===== config.mk =====
export PLATFORM = sky130hd
export DESIGN_NAME = spi_frame_ctrl
export DESIGN_NICKNAME = d
export VERILOG_FILES = /design/src/rtl/spi_frame_ctrl_pkg.sv /design/src/rtl/spi_frame_ctrl_cs_edge_sync.sv /design/src/rtl/spi_frame_ctrl.sv
export SDC_FILE = /design/constraint.sdc
export NUM_CORES = 1
export LEC_CHECK = 0
export ABC_AREA = 1
export CORE_UTILIZATION = 33
export DETAILED_ROUTE_END_ITERATION = 8
export GPL_ROUTABILITY_DRIVEN = 0
export HOLD_SLACK_MARGIN = 0.03
export PLACE_DENSITY = 0.68
export SLEW_MARGIN = 15
export SYNTH_ARGS = -nofsm -noshare
export SYNTH_HDL_FRONTEND = slang
export SYNTH_SLANG_ARGS = --single-unit

===== constraint.sdc =====
create_clock -name clk_in -period 2 [get_ports clk_in]
set_input_delay 0.6 -clock clk_in [delete_from_list [all_inputs] [get_ports clk_in]]
set_output_delay 0.6 -clock clk_in [all_outputs]
set_load 0.03 [all_outputs]

===== src/rtl/spi_frame_ctrl_pkg.sv =====
`default_nettype none
// ============================================================================
// Module   : spi_frame_ctrl_pkg
// Purpose  : Shared video constants and capture-FSM state encoding for the
//            SPI pixel capture path.
// Contents : H_RES, V_RES, FRAME_PIXELS default geometry; state_t and the
//            ST_IDLE / ST_ARMED / ST_CAPTURE state constants.
// Revision : 1.0 - initial release
// ============================================================================
package spi_frame_ctrl_pkg;

    // Default sensor geometry (QVGA).
    localparam int H_RES        = 320;
    localparam int V_RES        = 240;
    localparam int FRAME_PIXELS = H_RES * V_RES;

    // Capture FSM encoding (IDLE, ARMED, CAPTURE).
    typedef logic [1:0] state_t;

    localparam state_t ST_IDLE    = 2'd0;
    localparam state_t ST_ARMED   = 2'd1;
    localparam state_t ST_CAPTURE = 2'd2;

endpackage : spi_frame_ctrl_pkg
`default_nettype wire


===== src/rtl/spi_frame_ctrl_cs_edge_sync.sv =====
`default_nettype none
// ============================================================================
// Module   : spi_frame_ctrl_cs_edge_sync
// Purpose  : Brings the peripheral's asynchronous active-low chip select into
//            the clk_in domain and derives level and edge strobes from it.
// Ports    : clk_in      - system clock
//            rst_in      - asynchronous active-low reset
//            cs_n_in     - raw chip select, active-low, asynchronous
//            cs_low_out  - synchronised CS is asserted (low)
//            cs_fall_out - one-cycle pulse, CS became active
//            cs_rise_out - one-cycle pulse, CS became inactive
// Revision : 1.0 - initial release
// ============================================================================
module spi_frame_ctrl_cs_edge_sync
(
    input  logic clk_in,
    input  logic rst_in,
    input  logic cs_n_in,
    output logic cs_low_out,
    output logic cs_fall_out,
    output logic cs_rise_out
);

    import spi_frame_ctrl_pkg::*;

    logic sync1_q, sync1_d;
    logic sync2_q, sync2_d;
    logic hist_q,  hist_d;

    always_comb begin
        sync1_d = cs_n_in;
        sync2_d = sync1_q;
        hist_d  = sync2_q;
    end

    // All three stages reset to 1 so that no spurious edge is reported when
    // reset releases with CS idle.
    always_ff @(posedge clk_in or negedge rst_in) begin
        if (!rst_in) begin
            sync1_q <= 1'b1;
            sync2_q <= 1'b1;
            hist_q  <= 1'b1;
        end else begin
            sync1_q <= sync1_d;
            sync2_q <= sync2_d;
            hist_q  <= hist_d;
        end
    end

    assign cs_low_out  = ~sync2_q;
    assign cs_fall_out =  hist_q & ~sync2_q;
    assign cs_rise_out = ~hist_q &  sync2_q;

endmodule : spi_frame_ctrl_cs_edge_sync
`default_nettype wire


===== src/rtl/spi_frame_ctrl.sv =====
`default_nettype none
// ============================================================================
// Module   : spi_frame_ctrl
// Purpose  : Frames the SPI receiver's pixel stream with chip select and turns
//            each pixel into a frame-buffer write. One-shot or continuous
//            capture, frame-done / short-frame / overrun reporting, and a
//            receiver reset pulse to realign nibble phase.
// Ports    : clk_in, rst_in (async active-low)
//            start_in, continuous_in, abort_in      - capture control
//            pixel_in, pixel_valid_in, chip_sel_in  - receiver side
//            rx_rst_out                             - receiver realign pulse
//            addr_out, data_out, we_out             - frame-buffer write port
//            busy_out, frame_done_out, short_frame_out, overrun_out,
//            frame_count_out                        - status
// Revision : 1.0 - initial release
// ============================================================================
module spi_frame_ctrl
#(
    parameter  int DATA_WIDTH   = 8,
    parameter  int H_RES        = spi_frame_ctrl_pkg::H_RES,
    parameter  int V_RES        = spi_frame_ctrl_pkg::V_RES,
    localparam int FRAME_PIXELS = H_RES * V_RES,
    localparam int ADDR_WIDTH   = $clog2(FRAME_PIXELS)
)
(
    input  logic                  clk_in,
    input  logic                  rst_in,
    input  logic                  start_in,
    input  logic                  continuous_in,
    input  logic                  abort_in,
    input  logic [DATA_WIDTH-1:0] pixel_in,
    input  logic                  pixel_valid_in,
    input  logic                  chip_sel_in,
    output logic                  rx_rst_out,
    output logic [ADDR_WIDTH-1:0] addr_out,
    output logic [DATA_WIDTH-1:0] data_out,
    output logic                  we_out,
    output logic                  busy_out,
    output logic                  frame_done_out,
    output logic                  short_frame_out,
    output logic                  overrun_out,
    output logic [15:0]           frame_count_out
);

    import spi_frame_ctrl_pkg::*;

    // The counter must be able to hold FRAME_PIXELS itself (the "frame full"
    // value), which needs one more code than the address range.
    localparam int                    CNT_WIDTH   = $clog2(FRAME_PIXELS + 1);
    localparam logic [CNT_WIDTH-1:0] c_frame_cnt = CNT_WIDTH'(FRAME_PIXELS);

    logic w_cs_low;
    logic w_cs_fall;
    logic w_cs_rise;

    spi_frame_ctrl_cs_edge_sync u_cs_edge_sync (
        .clk_in      (clk_in),
        .rst_in      (rst_in),
        .cs_n_in     (chip_sel_in),
        .cs_low_out  (w_cs_low),
        .cs_fall_out (w_cs_fall),
        .cs_rise_out (w_cs_rise)
    );

    state_t                  state_q,       state_d;
    logic [CNT_WIDTH-1:0]    cnt_q,         cnt_d;
    logic                    we_q,          we_d;
    logic [ADDR_WIDTH-1:0]   addr_q,        addr_d;
    logic [DATA_WIDTH-1:0]   data_q,        data_d;
    logic                    rx_rst_q,      rx_rst_d;
    logic                    frame_done_q,  frame_done_d;
    logic                    short_q,       short_d;
    logic                    overrun_q,     overrun_d;
    logic [15:0]             frame_count_q, frame_count_d;

    // A strobe only belongs to the frame while the synchronised CS is low,
    // or on the cycle its rising edge is reported (pixels racing the edge
    // through the synchroniser are still part of the frame).
    logic w_in_window;
    assign w_in_window = w_cs_low | w_cs_rise;

    always_comb begin
        state_d       = state_q;
        cnt_d         = cnt_q;
        we_d          = 1'b0;
        addr_d        = addr_q;
        data_d        = data_q;
        rx_rst_d      = 1'b0;
        frame_done_d  = 1'b0;
        short_d       = short_q;
        overrun_d     = overrun_q;
        frame_count_d = frame_count_q;

        if (abort_in) begin
            // Abort wins over start and CS events; the frame is dropped.
            state_d  = ST_IDLE;
            rx_rst_d = 1'b1;
        end else begin
            case (state_q)
                ST_IDLE: begin
                    if (start_in) begin
                        state_d   = ST_ARMED;
                        rx_rst_d  = 1'b1;
                        short_d   = 1'b0;
                        overrun_d = 1'b0;
                    end
                end

                ST_ARMED: begin
                    // Only a fresh falling edge starts a frame, so arming while
                    // CS is already low skips the frame in progress.
                    if (w_cs_fall) begin
                        state_d = ST_CAPTURE;
                        cnt_d   = '0;
                    end
                end

                ST_CAPTURE: begin
                    if (pixel_valid_in && w_in_window) begin
                        if (cnt_q < c_frame_cnt) begin
                            we_d   = 1'b1;
                            addr_d = cnt_q[ADDR_WIDTH-1:0];
                            data_d = pixel_in;
                            cnt_d  = cnt_q + 1'b1;
                        end else begin
                            overrun_d = 1'b1;
                        end
                    end

                    // End-of-frame test uses the count including any pixel
                    // accepted in this same cycle.
                    if (w_cs_rise) begin
                        if (cnt_d == c_frame_cnt) begin
                            frame_done_d  = 1'b1;
                            frame_count_d = frame_count_q + 16'd1;
                        end else begin
                            short_d  = 1'b1;
                            rx_rst_d = 1'b1;
                        end
                        if (continuous_in) begin
                            // Re-arming realigns the receiver like a start.
                            state_d  = ST_ARMED;
                            rx_rst_d = 1'b1;
                        end else begin
                            state_d  = ST_IDLE;
                        end
                    end
                end

                default: begin
                    state_d = ST_IDLE;
                end
            endcase
        end
    end

    always_ff @(posedge clk_in or negedge rst_in) begin
        if (!rst_in) begin
            state_q       <= ST_IDLE;
            cnt_q         <= '0;
            we_q          <= 1'b0;
            addr_q        <= '0;
            data_q        <= '0;
            rx_rst_q      <= 1'b0;
            frame_done_q  <= 1'b0;
            short_q       <= 1'b0;
            overrun_q     <= 1'b0;
            frame_count_q <= '0;
        end else begin
            state_q       <= state_d;
            cnt_q         <= cnt_d;
            we_q          <= we_d;
            addr_q        <= addr_d;
            data_q        <= data_d;
            rx_rst_q      <= rx_rst_d;
            frame_done_q  <= frame_done_d;
            short_q       <= short_d;
            overrun_q     <= overrun_d;
            frame_count_q <= frame_count_d;
        end
    end

    assign rx_rst_out      = rx_rst_q;
    assign addr_out        = addr_q;
    assign data_out        = data_q;
    assign we_out          = we_q;
    assign busy_out        = (state_q == ST_ARMED) || (state_q == ST_CAPTURE);
    assign frame_done_out  = frame_done_q;
    assign short_frame_out = short_q;
    assign overrun_out     = overrun_q;
    assign frame_count_out = frame_count_q;

endmodule : spi_frame_ctrl
`default_nettype wire

==> results of run 1 <==
## routing by layer
layer	GRT usage [%]	vias up
li1	-	1738
met1	22.9	1738
met2	29.3	132
met3	4.48	22
met4	8.04	0
met5	0	-
## timing repair
action	in CTS	in global routing
setup buffers	8	18
hold endpoints to repair	0	0
gates cloned	1	3
pin swaps	17	27
resized for setup	58	51
setup endpoints to repair	58	28
## synthesized netlist by cell type
library cell,n
sky130_fd_sc_hd__nand4_1,4
sky130_fd_sc_hd__o22ai_1,10
sky130_fd_sc_hd__and2_1,1
sky130_fd_sc_hd__dfrtp_1,65
sky130_fd_sc_hd__buf_8,1
sky130_fd_sc_hd__nand3_4,2
sky130_fd_sc_hd__nand4_2,1
sky130_fd_sc_hd__ha_1,7
sky130_fd_sc_hd__nor2_8,1
sky130_fd_sc_hd__o21ai_0,30
sky130_fd_sc_hd__xor2_2,1
sky130_fd_sc_hd__clkbuf_1,8
sky130_fd_sc_hd__nor3_1,11
sky130_fd_sc_hd__nand2_1,157
sky130_fd_sc_hd__o21ai_4,1
sky130_fd_sc_hd__nor2_1,30
sky130_fd_sc_hd__buf_6,3
sky130_fd_sc_hd__a31oi_1,1
sky130_fd_sc_hd__o211ai_1,1
sky130_fd_sc_hd__nor2_2,3
sky130_fd_sc_hd__nor2_4,4
sky130_fd_sc_hd__nor3_2,1
sky130_fd_sc_hd__inv_2,4
sky130_fd_sc_hd__inv_1,43
sky130_fd_sc_hd__nand2_2,1
sky130_fd_sc_hd__nand3b_1,2
sky130_fd_sc_hd__dfstp_2,3
sky130_fd_sc_hd__a21oi_1,3
sky130_fd_sc_hd__nor4_1,3
sky130_fd_sc_hd__o21ai_1,6
sky130_fd_sc_hd__nand3_2,2
sky130_fd_sc_hd__nand3_1,26
sky130_fd_sc_hd__xor2_1,9
sky130_fd_sc_hd__xnor2_1,5
## per-stage QoR
stage	cells	cell area (um^2)	power, uW
after global placement	690	4750	3240
after floorplan	450	3610	2580
after global routing	734	5400	4760
after detailed placement	690	4750	3260
final	734	5400	4500
after CTS	715	5080	4510
## where the power goes
group	internal [uW]	switching [uW]
sequential	1600	125
clock	774	545
combinational	531	931
total	2900	1600
## kinds of logic after synthesis
family | share of synthesized area, %
and+or+nand+nor | 31.2
AOI/OAI and AO/OA | 8.01
DFF | 47.4
xor gates and xnor gates | 3.86
adders and majority gates | 2.44
buffers and inverters | 7.10
## flip-flops by register name, indices dropped and copies added (netlist names), 2 cells and up
name,flops
data_out,8
addr_out,17
cnt_q,17
state_q,2
frame_count_out,16
## worst max path at each step
stage	end	slack (ps)	depth (start not counted)
final	frame_count_out[15]	-310	14
after floorplan	frame_count_out[11]	3	14
after global placement	frame_count_out[4]	-660	13
after global routing	frame_count_out[15]	-390	14
after CTS	frame_count_out[0]	-180	14
after detailed placement	frame_count_out[14]	-710	14
## worst reg2reg max path, stage by stage, from the launching register on
cell and delay (ps):
sky130_fd_sc_hd__dfrtp_1 410, sky130_fd_sc_hd__nand2_2 100, sky130_fd_sc_hd__nand2_2 60, sky130_fd_sc_hd__nand2_2 110
sky130_fd_sc_hd__nand3_4 160, sky130_fd_sc_hd__clkbuf_16 200, sky130_fd_sc_hd__nor2_4 70, sky130_fd_sc_hd__nor2_1 50
sky130_fd_sc_hd__nor2_2 190, sky130_fd_sc_hd__nand3_2 120, sky130_fd_sc_hd__nor2_4 180, sky130_fd_sc_hd__nand3_4 180
sky130_fd_sc_hd__nor2_4 270, sky130_fd_sc_hd__nand2_1 90, sky130_fd_sc_hd__nand2_1 70
## cell type report
| type | count | area, um^2 |
|---|---|---|
| fill | 956 | 5060 |
| multi-input combinational | 326 | 1840 |
| sequential | 68 | 1710 |
| timing repair buffer | 141 | 1270 |
| inverter | 47 | 179 |
| tap | 136 | 170 |
| clock buffer | 11 | 151 |
| clock inverter | 5 | 82.6 |
==> results by stage, run 1 <==
GRT:
- The via count of the first global-routing pass came to 3448.
- The largest net degree at the start of global routing is 36.
- For this run the aggregate overflow at the end of global routing stands at 0.
- The wire length of the first global-routing pass is 16100 um.
- The initial antenna violation count is 0.
- Global routing used 18.1% of the available tracks across all layers.

Placement:
- The post-DP HPWL is 6810 um.
- The worst setup slack after placement is -714 ps.
- During placement, the flow inserted port buffers numbering 61.

Timing:
- The slack of the critical path is -311 ps.
- The part of the cycle the worst path needs is 116%.
- Setup repair after global routing could not meet its margin everywhere.
- The transition at the pin with the smallest max-transition slack is 474 ps.
- The final number of max-transition violations is 0.
- Setup violations remaining at the end of the flow were counted as 20.
- Derived from the worst setup path, the maximum achievable clock frequency is 433 MHz.
- The setup skew after layout is 9.97 ps.
- The shortest period the worst path allows is 2310 ps.
- The worst max-slew margin expressed relative to the limit is 68.1%.
- The final hold violation count is 0.
- On the final layout, the worst hold slack is 146 ps.
- Adding up every negative setup slack in the final design gives -4890 ps.

Power and ir drop:
- The worst-case IR drop observed on VDD is 0.639 mV.
- The analysis attributes to cell leakage a power of 0.00281 uW.
- In this run the power density over the cells is 834 mW/mm^2.

Hold path:
- The path type of the worst min-delay path is primary input to asynchronous set/reset pin.

CTS:
- Counting along the longest clock path gives a buffer depth of 2.
- The clock buffer count from CTS is 9.
- The CTS root buffer is sky130_fd_sc_hd__clkbuf_8.
- The H-tree was split into 3 levels.
- The clock latency reported for the late side of the worst-skew pair is 360 ps.
- The number of buffers added to fix hold violations after cts is 0.
- TritonCTS built the clock tree.
- The clock transition time at the flip-flop clock pins of the worst setup and hold paths is 80 ps.
- The total number of clock tree sinks is 68.

Layout:
- In the final layout, the share of cells above drive strength 1 is 26.9%.
- The final net count is 615.
- Cells fill 51.7% of the core in the end.
- The count of inserted antenna diode cells is 0.
- The commonest non-fill, non-tap cell in the layout is sky130_fd_sc_hd__nand2_1.
- The top cell types in the final layout, fill and taps aside, are sky130_fd_sc_hd__nand2_1 (142), sky130_fd_sc_hd__buf_4 (65), sky130_fd_sc_hd__dfrtp_1 (64).
- The area growth from synthesis to final layout is 50.3%.

Worst setup path:
- Counting both buffers and inverters, the worst setup path holds a total of 1.
- The endpoint arrival time on the critical path is 2610 ps.
- Among cell families on the critical path, the largest total delay comes from simple AND/OR/NAND/NOR gates.
- The endpoint identified for the worst register-to-register timing path is frame_count_out[15].
- The kind of start point of the critical path is a flop.
- STA puts the critical path data required time at 2300 ps.
- Walking the worst path, the cells encountered are nand2_2 > nand2_2 > nand2_2 > nand3_4 > clkbuf_16 > nor2_4 > nor2_1 > nor2_2 > nand3_2 > nor2_4 > nand3_4 > nor2_4 > nand2_1 > nand2_1.
- In this run the worst setup path begins at cnt_q[10].
- The slowest stage of the critical path belongs to the cell sky130_fd_sc_hd__dfrtp_1.
- Measured in cells, the most critical reg-to-reg path has a length of 14.
- The startpoint identified for the worst register-to-register timing path is cnt_q[10].
- The critical path is of the flop to flop type.
- The critical path endpoint category is a flop.
- In this run the worst path has a maximum fanout of 8.
- In this design, the stage delay of the slowest critical-path cell is 410 ps.
- The internal reg-to-reg setup slack is -310 ps.

Route:
- In the final routing, the length of wire on met1 measures 4510 um.
- After detailed routing, the number of vias per cell comes to 4.95.
- The sum of met3 wire segment lengths after detailed routing is 549 um.
- The overall via count from detail_route is 3630.
- The routed length per placed instance is 13.9 um.
- The routed design uses 4950 um of met2 wire.
- The DRC violation count after routing is 0.
- The total iterations of the first detailed-routing run is 5.
- The iteration-0 DRC count of the detailed router is 245.
- The total routed wirelength is 10200 um.
- The top layer reached by signal wires is met4.
- Once detail routing completed, the nets flagged for antenna violations numbered 0.

Floorplanning:
- The placeable core area is 0.0105 mm^2.
- In this run the vertical extent of the chip is 106 um.
- The initial cell density of the core is 34.4%.
- The overall die width is 106 um.
- During I/O placement, the number of pins put on the boundary was 62.
- The number of cell rows is 37.
- The die covers 0.0113 mm^2.

Logic synthesis:
- The top cell type by total area after synthesis is sky130_fd_sc_hd__dfrtp_1.
- Synthesis produced a netlist whose cell count is 450.
- In this run, synthesis produced a sequential element count of 68.
- By area the synthesized netlist is led by sky130_fd_sc_hd__dfrtp_1 (45%), sky130_fd_sc_hd__nand2_1 (16%), sky130_fd_sc_hd__inv_1 (4.5%).
- The post-synthesis cell area is 0.00359 mm^2.
- Averaged over all synthesized cells, the footprint is 7.99 um^2.
- The sequential-to-total area share from yosys stat is 47.4%.
- The count of yosys warnings during synthesis is 0.
- The number of nets in the synthesized netlist is 472.
- The number of different library cells used by synthesis comes to 34.
- The synthesized design devotes to its leading area cell type 45.2% of total area.

Outcome:
- The run finished, with violations left.
- The checks that failed: setup timing.

Run:
- The tool flagged a number of max-cap violations equal to 0.
Power figures use the tool's default switching activity.
==> inputs of run 2 (changes only) <==
--- a/config.mk
+++ b/config.mk
@@ -10,7 +10,6 @@
 export DETAILED_ROUTE_END_ITERATION = 8
 export GPL_ROUTABILITY_DRIVEN = 0
 export HOLD_SLACK_MARGIN = 0.03
-export PLACE_DENSITY = 0.68
 export SLEW_MARGIN = 15
 export SYNTH_ARGS = -nofsm -noshare
 export SYNTH_HDL_FRONTEND = slang
==> run 2 against run 1 <==
Against the previous run:
- the flow still finishes with violations (setup timing)
- routed wire length down 5.3%
- cell area is 0.32% lower
- utilization fell by 0.17 points
- sequential share of layout area grew 0.13 points
- critical endpoint unchanged
==> results by stage, run 2 (synthesis gave the netlist of run 1 again) <==
Outcome:
- Violated checks: setup timing (unchanged).
- Result of the run: finished, violations left (unchanged).

Floorplanning:
- The placeable core area is 0.0105 mm^2 (unchanged).
- The number of top-level pins came to 62 (unchanged).
- The overall die width came to 106 um (unchanged).
- The initial cell density of the core is 34.4% (unchanged).
- The y dimension of the die came to 106 um (unchanged).
- The number of cell rows is 37 (unchanged).
- The area of the die is 0.0113 mm^2 (unchanged).

CTS:
- The CTS root buffer is sky130_fd_sc_hd__clkbuf_8 (unchanged).
- The clock transition time at the flip-flop clock pins of the worst setup and hold paths was 80 ps (about the same).
- The clock latency reported for the late side of the worst-skew pair was 350 ps (was 360 ps).
- The total number of clock tree sinks is 68 (unchanged).
- The clock buffer count from CTS is 9 (unchanged).
- The TritonCTS clock tree is yes (unchanged).
- The largest buffer count on any clock path is 2 (unchanged).
- The H-tree depth is 3 (unchanged).

Route:
- The number of nets with antenna violations after detailed routing is 0 (unchanged).
- The total routed wirelength is 9680 um (was 10200 um).
- The routed length per placed instance is 13.3 um (was 13.9 um).
- The overall via count from detail_route is 3455 (was 3630).
- The post-detailed-route via-to-cell ratio is 4.74 (was 4.95).
- The DRC violation count after routing is 0 (unchanged).
- The total iterations of the first detailed-routing run is 5 (unchanged).
- The iteration-0 DRC count of the detailed router is 150 (was 245).

Timing:
- The final hold slack is 361 ps (was 146 ps).
- The shortest period the worst path allows was 2180 ps (was 2310 ps).
- The number of endpoints failing setup at the final stage is 19 (was 20).
- The final number of max-transition violations is 0 (unchanged).
- The setup skew after layout is 7.97 ps (was 9.97 ps).
- The slack of the critical path is -184 ps (was -311 ps).
- The part of the cycle the worst path needs was 109% (was 116%).
- The top achievable clock speed is 458 MHz (was 433 MHz).
- Unrepaired setup endpoints after global routing: true (unchanged).
- The worst max-slew margin expressed relative to the limit was 65.9% (was 68.1%).
- The final hold violation count is 0 (unchanged).
- The transition at the pin with the smallest max-transition slack came to 506 ps (was 474 ps).
- The setup TNS is -3060 ps (was -4890 ps).

Worst setup path:
- The delay of the slowest cell on the worst path is 420 ps (was 410 ps).
- The combined buffer and inverter count along the critical path is 2 (was 1).
- The internal reg-to-reg setup slack is -180 ps (was -310 ps).
- The worst reg2reg path depth is 13 (was 14).
- The endpoint arrival time on the critical path is 2470 ps (was 2610 ps).
- The capture point of the worst reg-to-reg path is frame_count_out[15] (unchanged).
- The reg-to-reg critical path startpoint is cnt_q[15] (was cnt_q[10]).
- The cell family with the largest share of critical-path delay is simple AND/OR/NAND/NOR gates (unchanged).
- The critical-path cell with the highest stage delay is sky130_fd_sc_hd__dfrtp_1 (unchanged).
- CP cell instances: o21ai_4 > nand3_4 > buf_6 > nor2_4 > nor2_2 > nor2_2 > nand3_2 > nor2_4 > nand3_4 > buf_4 > nor2_4 > nand2_1 > nand2_1 (was nand2_2 > nand2_2 > nand2_2 > nand3_4 > clkbuf_16 > nor2_4 > nor2_1 > nor2_2 > nand3_2 > nor2_4 > nand3_4 > nor2_4 > nand2_1 > nand2_1).
- By instance count, the cell type seen most on the critical path is sky130_fd_sc_hd__nor2_4.
- The required time at the endpoint of the critical path is 2290 ps (was 2300 ps).
- The category of the critical setup timing path is flop to flop (unchanged).
- The largest fanout of any net on the critical path is 6 (was 8).
- The kind of start point of the critical path was a flop (unchanged).
- The critical path endpoint category is a flop (unchanged).

GRT:
- The met2 routing resource usage after global routing is 28.5% (was 29.3%).
- The global routing met1 resource utilization is 24.3% (was 22.9%).
- The wire length of the first global-routing pass came to 16100 um (about the same).
- The total grt overflow came to 0 (unchanged).
- The most congested layer reported by global routing is met2 (unchanged).
- The aggregate global-route resource usage is 18.1% (about the same).
- The initial antenna violation count is 0 (unchanged).
- The met3 usage in global routing came to 2.88% (was 4.48%).
- The via count of the first global-routing pass is 3372 (was 3448).
- The largest net degree at the start of global routing is 37 (was 36).

Run:
- The max capacitance violation total is 0 (unchanged).

Hold path:
- The launch instance of the worst min-delay path is u_cs_edge_sync.sync1_q.
- The path type of the worst min-delay path is flop to flop (was primary input to asynchronous set/reset pin).
- The worst hold path was traced through 0 stages.
- The end point of the most critical hold path is u_cs_edge_sync.hist_d.

Layout:
- The commonest non-fill, non-tap cell in the layout is sky130_fd_sc_hd__nand2_1 (unchanged).
- The filler cell count is 990 (was 956).
- The fraction of final layout cells sized beyond drive strength 1 is 27.5% (was 26.9%).
- The final net count is 610 (was 615).
- The count of inserted antenna diode cells is 0 (unchanged).
- Commonest non-fill, non-tap cells in the layout: sky130_fd_sc_hd__nand2_1 (135), sky130_fd_sc_hd__buf_4 (68), sky130_fd_sc_hd__dfrtp_1 (63) (was sky130_fd_sc_hd__nand2_1 (142), sky130_fd_sc_hd__buf_4 (65), sky130_fd_sc_hd__dfrtp_1 (64)).
- The final cell utilization of the core is 51.5% (was 51.7%).
- The area growth from synthesis to final layout was 49.8% (was 50.3%).

Power and ir drop:
- The total power density per cell area is 859 mW/mm^2 (was 834 mW/mm^2).
- The leakage power of the design is 0.00294 uW (was 0.00281 uW).
- The maximum VDD drop is 0.649 mV (was 0.639 mV).
- The overall power consumption is 4630 uW (was 4500 uW).

Placement:
- The count of port buffers added during placement came to 61 (unchanged).
- The post-DP HPWL is 6650 um (was 6810 um).
run 2: changes by cell type in the layout (fill, tap and decap cells not counted), moves of 3 or more:
| cell | change |
|---|---|
| sky130_fd_sc_hd__clkdlybuf4s50_1 | +7 |
| sky130_fd_sc_hd__nand2_1 | -7 |
| sky130_fd_sc_hd__nand2_2 | +6 |
| sky130_fd_sc_hd__buf_4 | +3 |
| sky130_fd_sc_hd__dlymetal6s2s_1 | +16 |
| sky130_fd_sc_hd__buf_6 | -6 |
| sky130_fd_sc_hd__dlygate4sd2_1 | -23 |
run 2: routing by layer:
layer	up-vias	part of all wire [%]
li1	1724	-
met1	1628	47
met2	87	47
met3	16	3.9
met4	0	2.0
met5	-	0
run 2: metrics by stage:
step                instance area (um^2)  worst slack, ps  cells
floorplan                           3610             2.67    450
global placement                    4750             -683    693
detailed placement                  4750             -752    693
CTS                                 5140             -185    718
global route                        5390             -313    729
finish                              5390             -184    729
run 2: layout make-up:
type / count / area (um^2) / area share, %
multi-input combinational: 327 / 1860 / 34.6
sequential: 68 / 1710 / 31.7
timing repair buffer: 135 / 1230 / 22.8
inverter: 47 / 176 / 3.28
tap: 136 / 170 / 3.16
clock buffer: 9 / 124 / 2.30
clock inverter: 7 / 115 / 2.14
run 2: report_power, final:
part           internal (uW)  leakage (uW)  switching (uW)  total, uW
Sequential              1600      0.000918             127       1720
Clock                    823      0.000115             542       1370
Combinational            619       0.00191             919       1540
Total                   3040       0.00294            1590       4630
run 2: how the worst max path moves through the flow:
| stage | from | endpoint | slack, ps | cells after the start |
|---|---|---|---|---|
| floorplan | pixel_valid_in | frame_count_out[11] | 3 | 14 |
| global placement | pixel_valid_in | frame_count_out[5] | -680 | 14 |
| detailed placement | pixel_valid_in | frame_count_out[5] | -750 | 16 |
| CTS | u_cs_edge_sync.hist_d | frame_count_out[6] | -190 | 16 |
| global route | u_cs_edge_sync.hist_d | frame_count_out[8] | -310 | 16 |
| finish | cnt_q[15] | frame_count_out[15] | -180 | 13 |
run 2: repair_timing:
| item | in CTS | in global routing |
|---|---|---|
| endpoints found under the hold margin | 1 | 0 |
| endpoints found under the setup margin | 35 | 43 |
| buffers inserted | 6 | 9 |
| cloned | 2 | 2 |
| hold buffers | 1 | 0 |
| resized for setup | 41 | 58 |
| pin swaps | 25 | 29 |
run 2: worst register-to-register path, stage by stage, from the launching register on:
cell	delay, ps
sky130_fd_sc_hd__dfrtp_1	420
sky130_fd_sc_hd__o21ai_4	250
sky130_fd_sc_hd__nand3_4	160
sky130_fd_sc_hd__buf_6	180
sky130_fd_sc_hd__nor2_4	80
sky130_fd_sc_hd__nor2_2	40
sky130_fd_sc_hd__nor2_2	140
sky130_fd_sc_hd__nand3_2	100
sky130_fd_sc_hd__nor2_4	200
sky130_fd_sc_hd__nand3_4	140
sky130_fd_sc_hd__buf_4	170
sky130_fd_sc_hd__nor2_4	120
sky130_fd_sc_hd__nand2_1	70
sky130_fd_sc_hd__nand2_1	60
==> inputs of run 3 (changes only) <==
--- a/config.mk
+++ b/config.mk
@@ -7,6 +7,7 @@
 export LEC_CHECK = 0
 export ABC_AREA = 1
 export CORE_UTILIZATION = 33
+export CTS_CLUSTER_DIAMETER = 200
 export DETAILED_ROUTE_END_ITERATION = 8
 export GPL_ROUTABILITY_DRIVEN = 0
 export HOLD_SLACK_MARGIN = 0.03
==> results of run 3 <==
The final DEF is identical to that of run 2; final timing and power are the same.
